--- src/rtl/toccata_pkg.sv ---
// Shared Toccata types and helpers: capture FSM states, frame sizing and
// the signed-to-offset-binary byte conversion used by the record path.
package toccata_pkg;

  typedef enum logic {CAP_IDLE, CAP_SEND} cap_state_t;

  // Number of bytes in one frame, minus one.
  function automatic logic [1:0] bytes_per_frame(input logic sm, input logic eight);
    if (eight) return sm ? 2'd1 : 2'd0;
    else       return sm ? 2'd3 : 2'd1;
  endfunction

  function automatic logic [7:0] to_u8(input logic signed [15:0] s);
    return {~s[15], s[14:8]};
  endfunction

endpackage

--- src/rtl/toccata_byte_sel.sv ---
// Picks the frame byte at byte_idx from the latched sample registers,
// applying the 8-bit unsigned or 16-bit little-endian layout.
module toccata_byte_sel
  import toccata_pkg::*;
(
  input  logic [15:0] lat_l,
  input  logic [15:0] lat_m,
  input  logic [15:0] lat_r,
  input  logic        sm,
  input  logic        eight,
  input  logic [1:0]  byte_idx,
  output logic [7:0]  data
);

  always_comb begin
    data = 8'h00;
    if (eight) begin
      if (!sm)              data = to_u8(lat_m);
      else if (byte_idx[0]) data = to_u8(lat_r);
      else                  data = to_u8(lat_l);
    end else if (!sm) begin
      data = byte_idx[0] ? lat_m[15:8] : lat_m[7:0];
    end else begin
      case (byte_idx)
        2'd0:    data = lat_l[7:0];
        2'd1:    data = lat_l[15:8];
        2'd2:    data = lat_r[7:0];
        default: data = lat_r[15:8];
      endcase
    end
  end

endmodule

--- src/rtl/toccata_capture.sv ---
// Record path: latches one ADC sample pair per strobe and streams the
// formatted frame bytes into the record FIFO, flagging dropped samples.
module toccata_capture
  import toccata_pkg::*;
#(
  parameter bit MONO_MIX = 1'b0
) (
  input  logic        clk,
  input  logic        rst,
  input  logic        cen,
  input  logic        sm,
  input  logic        lc,
  input  logic        fmt,
  input  logic [15:0] adc_ldata,
  input  logic [15:0] adc_rdata,
  input  logic        adc_valid,
  output logic        rst_fifo,
  output logic        wr_en,
  output logic [7:0]  data_out,
  input  logic        fifo_full,
  output logic        busy,
  output logic        overrun,
  input  logic        ovr_clr
);

  cap_state_t  state, state_nxt;
  logic [1:0]  byte_idx;
  logic [15:0] lat_l, lat_r, lat_m, mono;
  logic [16:0] mix_sum;
  logic [7:0]  sel_byte;
  logic        sm_q, lc_q, fmt_q, eight_q;
  logic        mode_chg, strobe, accept, last_byte, overrun_q;

  assign mode_chg  = (sm != sm_q) || (lc != lc_q) || (fmt != fmt_q);
  assign eight_q   = !fmt_q || lc_q;
  assign strobe    = adc_valid && cen && !mode_chg;
  assign accept    = (state == CAP_IDLE) && strobe && !fifo_full;
  assign last_byte = (byte_idx == bytes_per_frame(sm_q, eight_q));

  // Sign-extended sum, then arithmetic halving; cannot overflow 16 bits.
  assign mix_sum = {adc_ldata[15], adc_ldata} + {adc_rdata[15], adc_rdata};
  assign mono    = MONO_MIX ? mix_sum[16:1] : adc_ldata;

  always_ff @(posedge clk) begin
    if (rst) state <= CAP_IDLE;
    else     state <= state_nxt;
  end

  always_comb begin
    state_nxt = state;
    case (state)
      CAP_IDLE: if (accept)               state_nxt = CAP_SEND;
      CAP_SEND: if (wr_en && last_byte)   state_nxt = CAP_IDLE;
      default:                            state_nxt = CAP_IDLE;
    endcase
    if (mode_chg) state_nxt = CAP_IDLE;
  end

  always_comb begin
    busy     = 1'b0;
    wr_en    = 1'b0;
    rst_fifo = rst || mode_chg;
    if (!rst && state == CAP_SEND) begin
      busy  = 1'b1;
      wr_en = !fifo_full && !mode_chg;
    end
  end

  always_ff @(posedge clk) begin
    if (rst) begin
      sm_q      <= sm;
      lc_q      <= lc;
      fmt_q     <= fmt;
      lat_l     <= 16'h0000;
      lat_r     <= 16'h0000;
      lat_m     <= 16'h0000;
      byte_idx  <= 2'd0;
      overrun_q <= 1'b0;
    end else begin
      sm_q  <= sm;
      lc_q  <= lc;
      fmt_q <= fmt;
      if (accept) begin
        lat_l    <= adc_ldata;
        lat_r    <= adc_rdata;
        lat_m    <= mono;
        byte_idx <= 2'd0;
      end else if (wr_en) begin
        byte_idx <= byte_idx + 2'd1;
      end
      // A new drop outranks a clear in the same cycle.
      if (strobe && (state == CAP_SEND || fifo_full)) overrun_q <= 1'b1;
      else if (ovr_clr)                               overrun_q <= 1'b0;
    end
  end

  toccata_byte_sel u_byte_sel (
    .lat_l    (lat_l),
    .lat_m    (lat_m),
    .lat_r    (lat_r),
    .sm       (sm_q),
    .eight    (eight_q),
    .byte_idx (byte_idx),
    .data     (sel_byte)
  );

  assign data_out = busy ? sel_byte : 8'h00;
  assign overrun  = overrun_q && !rst;

endmodule

--- config.mk ---
export PLATFORM = sky130hd
export DESIGN_NAME = toccata_capture
export DESIGN_NICKNAME = d
export VERILOG_FILES = /design/src/rtl/toccata_pkg.sv /design/src/rtl/toccata_byte_sel.sv /design/src/rtl/toccata_capture.sv
export SDC_FILE = /design/constraint.sdc
export NUM_CORES = 1
export LEC_CHECK = 0
export BUFFER_PORTS_ARGS = -buffer_cell sky130_fd_sc_hd__buf_2
export CAP_MARGIN = 40
export CORE_MARGIN = 2
export CORE_UTILIZATION = 47
export DETAILED_ROUTE_END_ITERATION = 12
export PLACE_DENSITY = 0.74
export SYNTH_ARGS = -nofsm -noshare
export SYNTH_HDL_FRONTEND = slang
export SYNTH_SLANG_ARGS = --single-unit
--- constraint.sdc ---
create_clock -name clk -period 1.8 [get_ports clk]
set_input_delay 0.18 -clock clk [delete_from_list [all_inputs] [get_ports clk]]
set_output_delay 0.18 -clock clk [all_outputs]
set_load 0.02 [all_outputs]
* Yosys cells after proc, flatten, opt, wreduce, memory -nomap -nowiden *
Index checks and enable logic that the tools add are counted.

storage, ports and cells
  logic and storage cells = 57
  input port bits = 41
  RAM bits = 0
  latch bits = 0
  output and inout port bits = 12
  register bits = 39
  memories = 0
  memory bits (read-only) = 0

operators by class
  divide/modulo/power cells = 0
  bitwise operators = 3
  shifts and indexed selects = 0
  multipliers = 0
  reduce and logical (&&, ||, !) cells = 22
  $add $sub $neg = 1
  equality and inequality tests = 6
  order comparisons = 0
  muxes and demuxes = 17

operators with widths
  kind                                                                   number
  8-bit two-way mux                                                      6
  8-bit case mux with 3 select lines                                     1
  1-bit logical AND                                                      9
  1-bit two-way mux                                                      7
  1-bit logical OR                                                       5
  1-bit logical NOT                                                      4
  2-bit two-way mux                                                      2
  2-bit OR reduction                                                     2
  1-bit inequality test                                                  3
  1-bit inverter                                                         3
  2-bit by 1-bit adder with 2-bit output, second input constant          1
  2-bit by 1-bit equality test with 1-bit output, second input constant  1
  2-bit equality test                                                    1
  2-bit equality test, second input constant                             1
  2-bit logical NOT                                                      1
  1-bit case mux with 2 select lines                                     1
  2-bit nonzero test                                                     1

* Longest topological paths before layout *
  depth in word-level cells = 9
  depth in mapped cells = 8
  mapped depth without buffers = 6

* Hierarchy *
A second synthesis with hierarchy kept.

unflattened totals
  cells, all modules = 289
  area total of the unflattened synthesis = 2555.0 µm²

by module, submodules not included
  module            cells each  seq. area each (µm²)  times used  area each (µm²)
  toccata_capture   190         780.7                 1           1894.3
  toccata_byte_sel  99          0.0                   1           660.6

* Least setup slack after synthesis *
OpenSTA, ideal clock, no wires.

  path type = register to output
  start point = reg byte_idx[0]
  end point = out data_out[0]
  cell stages (with the launch flop) = 9
  path slack = -307 ps
  arrival = 1927 ps
  buffers on the path = 2
  cells stage by stage = dfxtp_1 -> buf_4 -> inv_1 -> ha_1 -> clkbuf_1 -> a222oi_1 -> mux2i_1 -> a21oi_1 -> a311oi_1

on the way
  longest elaborated chain between the ends = 5
  elaborated cells between the ends (all ways) = 10
  classes of those cells = eq/ne (2); mux (7); reduce/logical (1)

ends and longest elaborated chain
  what                                               RTL line                text
  start, declared                                    toccata_capture.sv:27   logic [1:0] byte_idx;
  start signal, assigned                             toccata_capture.sv:89   byte_idx <= byte_idx + 2'd1;
  2-bit equality test, or another cell as far along  toccata_byte_sel.sv:24  case (byte_idx)
  8-bit case mux with 3 select lines                 toccata_byte_sel.sv:24
  8-bit two-way mux                                  toccata_byte_sel.sv:21  end else if (!sm) begin
  8-bit two-way mux *                                toccata_byte_sel.sv:17  if (eight) begin
  8-bit two-way mux *                                toccata_capture.sv:107  assign data_out = busy ? sel_byte : 8'h00;
  end, declared                                      toccata_capture.sv:19   output logic [7:0] data_out,

Mark *: on every way between the ends. The rest lies on a longest branch, timed or not.

* Worst setup path after layout *
  start point = reg byte_idx[0]
  end point = out data_out[1]

The elaborated chain is that of the path after synthesis.

==> impl_metrics.csv <==
group,metric,value,unit
timing,tns,-1560,ps
timing,rsz0062_at_grt,"true",
timing,fin_crit_sh,113,%
timing,slew_headroom,67.1,%
grt,use_met2,35.4,%
setup_path,arrival,1850,ps
grt,overflow,0,
status,outcome,"complete, but fails checks",
worst_hold_path,min_path_cells,1,
yosys,synth-edff-count,0,
timing,setup_slack,-234,ps
yosys,syn_area_per_cell,9.06,µm²
route,drtIter0Drc,172,
clock_tree,cts_buffer_depth,2,
yosys,synth_common_cells,"mux2i_1 (48), dfxtp_1 (39), nor2_1 (33)",
grt,use_met1,30.4,%
clock_tree,clock_sinks,39,
layout,fill_cells,363,
timing,tightest_slew,493,ps
grt,grt_util_met3,5.92,%
grt,gr-max-usage-layer,"met2",
clock_tree,cts_tree,"built",
setup_path,startpoint_type,"flop",
setup_path,critPathKind,"flop to output port",
placed_design,dp_hpwl,3640,µm
floorplanning,dieHeight,70.5,µm
route,vias,1883,
route,firstDrtPassIters,7,
yosys,synthMostInstantiatedCell,"mux2i_1",
timing,whs,13.6,ps
floorplanning,die-area,0.00496,mm²
setup_path,r2r_slack,320,ps
route,ant_nets,0,
placed_design,portBuffers,52,
grt,track_usage,22.7,%
setup_path,worstPathRequired,1620,ps
yosys,yosys-top-cells-area,"dfxtp_1 (38%), mux2i_1 (23%), nor2_1 (6.0%)",
timing,hold_viol_final,0,
yosys,yosys.area.top_type,"dfxtp_1",
yosys,synth-async-reset-ratio,0,%
floorplanning,die_w,70.5,µm
yosys,ys_seq_area_share,37.6,%
route,drc_errors,0,
pwr,power_density,614,mW/mm²
layout,nets,334,
setup_path,worst-path-max-fanout,8,
setup_path,end_kind,"output port",
route,vias_per_cell,5.51,
pwr,ir_worst_vdd,0.415,mV
grt,grt_pass1_wl,8850,µm
yosys,ys_types,28,
placed_design,place.gp.congestion,0.794,
worst_hold_path,whs_endpoint,"fmt_q",
clock_tree,htree_levels,2,
grt,antenna_found_initial,0,
placed_design,dp_slack,-99.7,ps
clock_tree,hold_buffers,0,
pwr,p_leak,0.00124,µW
yosys,syn_inst,229,
clock_tree,clk_pin_slew,70,ps
worst_hold_path,hold_path_startpoint,"fmt",
yosys,synth_nets,274,
yosys,netlist_area,0.00208,mm²
timing,max_freq,0.492,GHz
yosys,synth_ff_type,"dfxtp_1",
worst_hold_path,hp-class,"input port to flop",
grt,grt_max_degree,38,
setup_path,worstReg2RegEnd,"state",
floorplanning,rows,24,
job,cap_violations,0,
status,violations,"setup timing",
yosys,synth-seq-cells,39,
timing,fin_skew,6.48,ps
clock_tree,cts_root_buf,"clkbuf_8",
timing,slew_viol_final,0,
layout,area_growth,31.1,%
pwr,total_power,1670,µW
yosys,yosysTopAreaCellShare,37.6,%
clock_tree,clkLatencyLatePin,290,ps
floorplanning,core-area,0.00429,mm²
route,drt-total-wl,5230,µm
route,wl_per_cell,15.3,µm
floorplanning,initial_core_util,48.3,%
timing,setup_viol,8,
clock_tree,numCtsBuffers,5,
timing,final.min_clock_period,2030,ps
setup_path,r2r_start,"byte_idx[1]",
yosys,yosysWarnings,0,
setup_path,reg2regPathDepth,7,
floorplanning,ios,53,
grt,first_global_vias,1874,
layout,antenna_cells,0,
layout,drive_gt1_share,34.1,%
worst max-delay path by stage:
| stage | from | to | cells after the start |
|---|---|---|---|
| global route | byte_idx[0] | data_out[0] | 7 |
| finish | byte_idx[0] | data_out[1] | 7 |
| floorplan | byte_idx[0] | data_out[0] | 8 |
| global placement | byte_idx[1] | data_out[6] | 7 |
| detailed placement | byte_idx[1] | data_out[6] | 7 |
| CTS | byte_idx[1] | data_out[6] | 7 |
final cells by class:
cell class	count	area (µm²)	area share, %
Clock buffer	8	100	3.68
Inverter	12	55.1	2.02
Sequential cell	39	788	29.0
Tap cell	52	65.1	2.39
Timing Repair Buffer	70	447	16.4
Multi-Input combinational cell	161	1270	46.5
report_power, final:
part           internal [µW]  switching (µW)
Clock                    350             293
Sequential               870            10.9
Combinational           71.0            76.8
Total                   1290             381
registers in the layout, summed over array words and instances (netlist names):
signal     count
lat_m         16
lat_r         16
byte_idx       2
fmt_q          1
lc_q           1
overrun_q      1
sm_q           1
state          1
layer usage:
metal | wire, µm | vias to the layer above | share of wire [%]
li1 | - | 929 | -
met1 | 2360 | 863 | 45
met2 | 2410 | 84 | 46
met3 | 387 | 7 | 7.4
met4 | 75 | 0 | 1.4
met5 | 0 | - | 0
placed cells by master, fill, tap and decap left out, drive strengths merged:
cell / n
a21oi: 10
nor2b: 2
inv: 12
a222oi: 8
ha: 4
and4bb: 1
mux2i: 48
o31ai: 3
dfxtp: 39
buf: 70
nand2b: 4
nor4b: 1
a221oi: 1
nand4: 1
o2111ai: 1
a311oi: 7
and3: 1
clkbuf: 8
nand3: 2
and2: 2
nor3: 1
nor2: 33
o21a: 1
o21ai: 8
xnor2: 5
nand2: 17
metrics by stage:
stage                     instance area [µm²]  instances  util, %
after floorplan                          2130        229        -
after global placement                   2460        328     57.3
after detailed placement                 2460        328     57.3
after CTS                                2670        339     62.2
after global routing                     2720        342     63.4
final                                    2720        342     63.4
worst max-delay path, stage by stage (launching register included):
cell and delay [ps]:
dfxtp_4 410, inv_6 60, ha_4 190, a222oi_1 340, mux2i_1 120, a21oi_1 180
a311oi_2 70, buf_4 200
repair_timing:
item | CTS | global route
setup buffers | 3 | 3
pin swaps | 18 | 10
gates resized for setup | 26 | 8
setup endpoints to repair | 8 | 10
kinds of logic (layout without fill, tap and decap cells):
group | after synthesis | after routing | share of synthesized area (%)
compound gates | 39 | 39 | 13.4
xor+xnor | 5 | 5 | 2.11
fa+ha+maj | 4 | 4 | 2.41
buf+inv | 29 | 90 | 6.75
flops | 39 | 39 | 37.6
mux | 48 | 48 | 23.1
simple gates | 65 | 65 | 14.5
No activity file was read; power rests on OpenSTA's default activity.
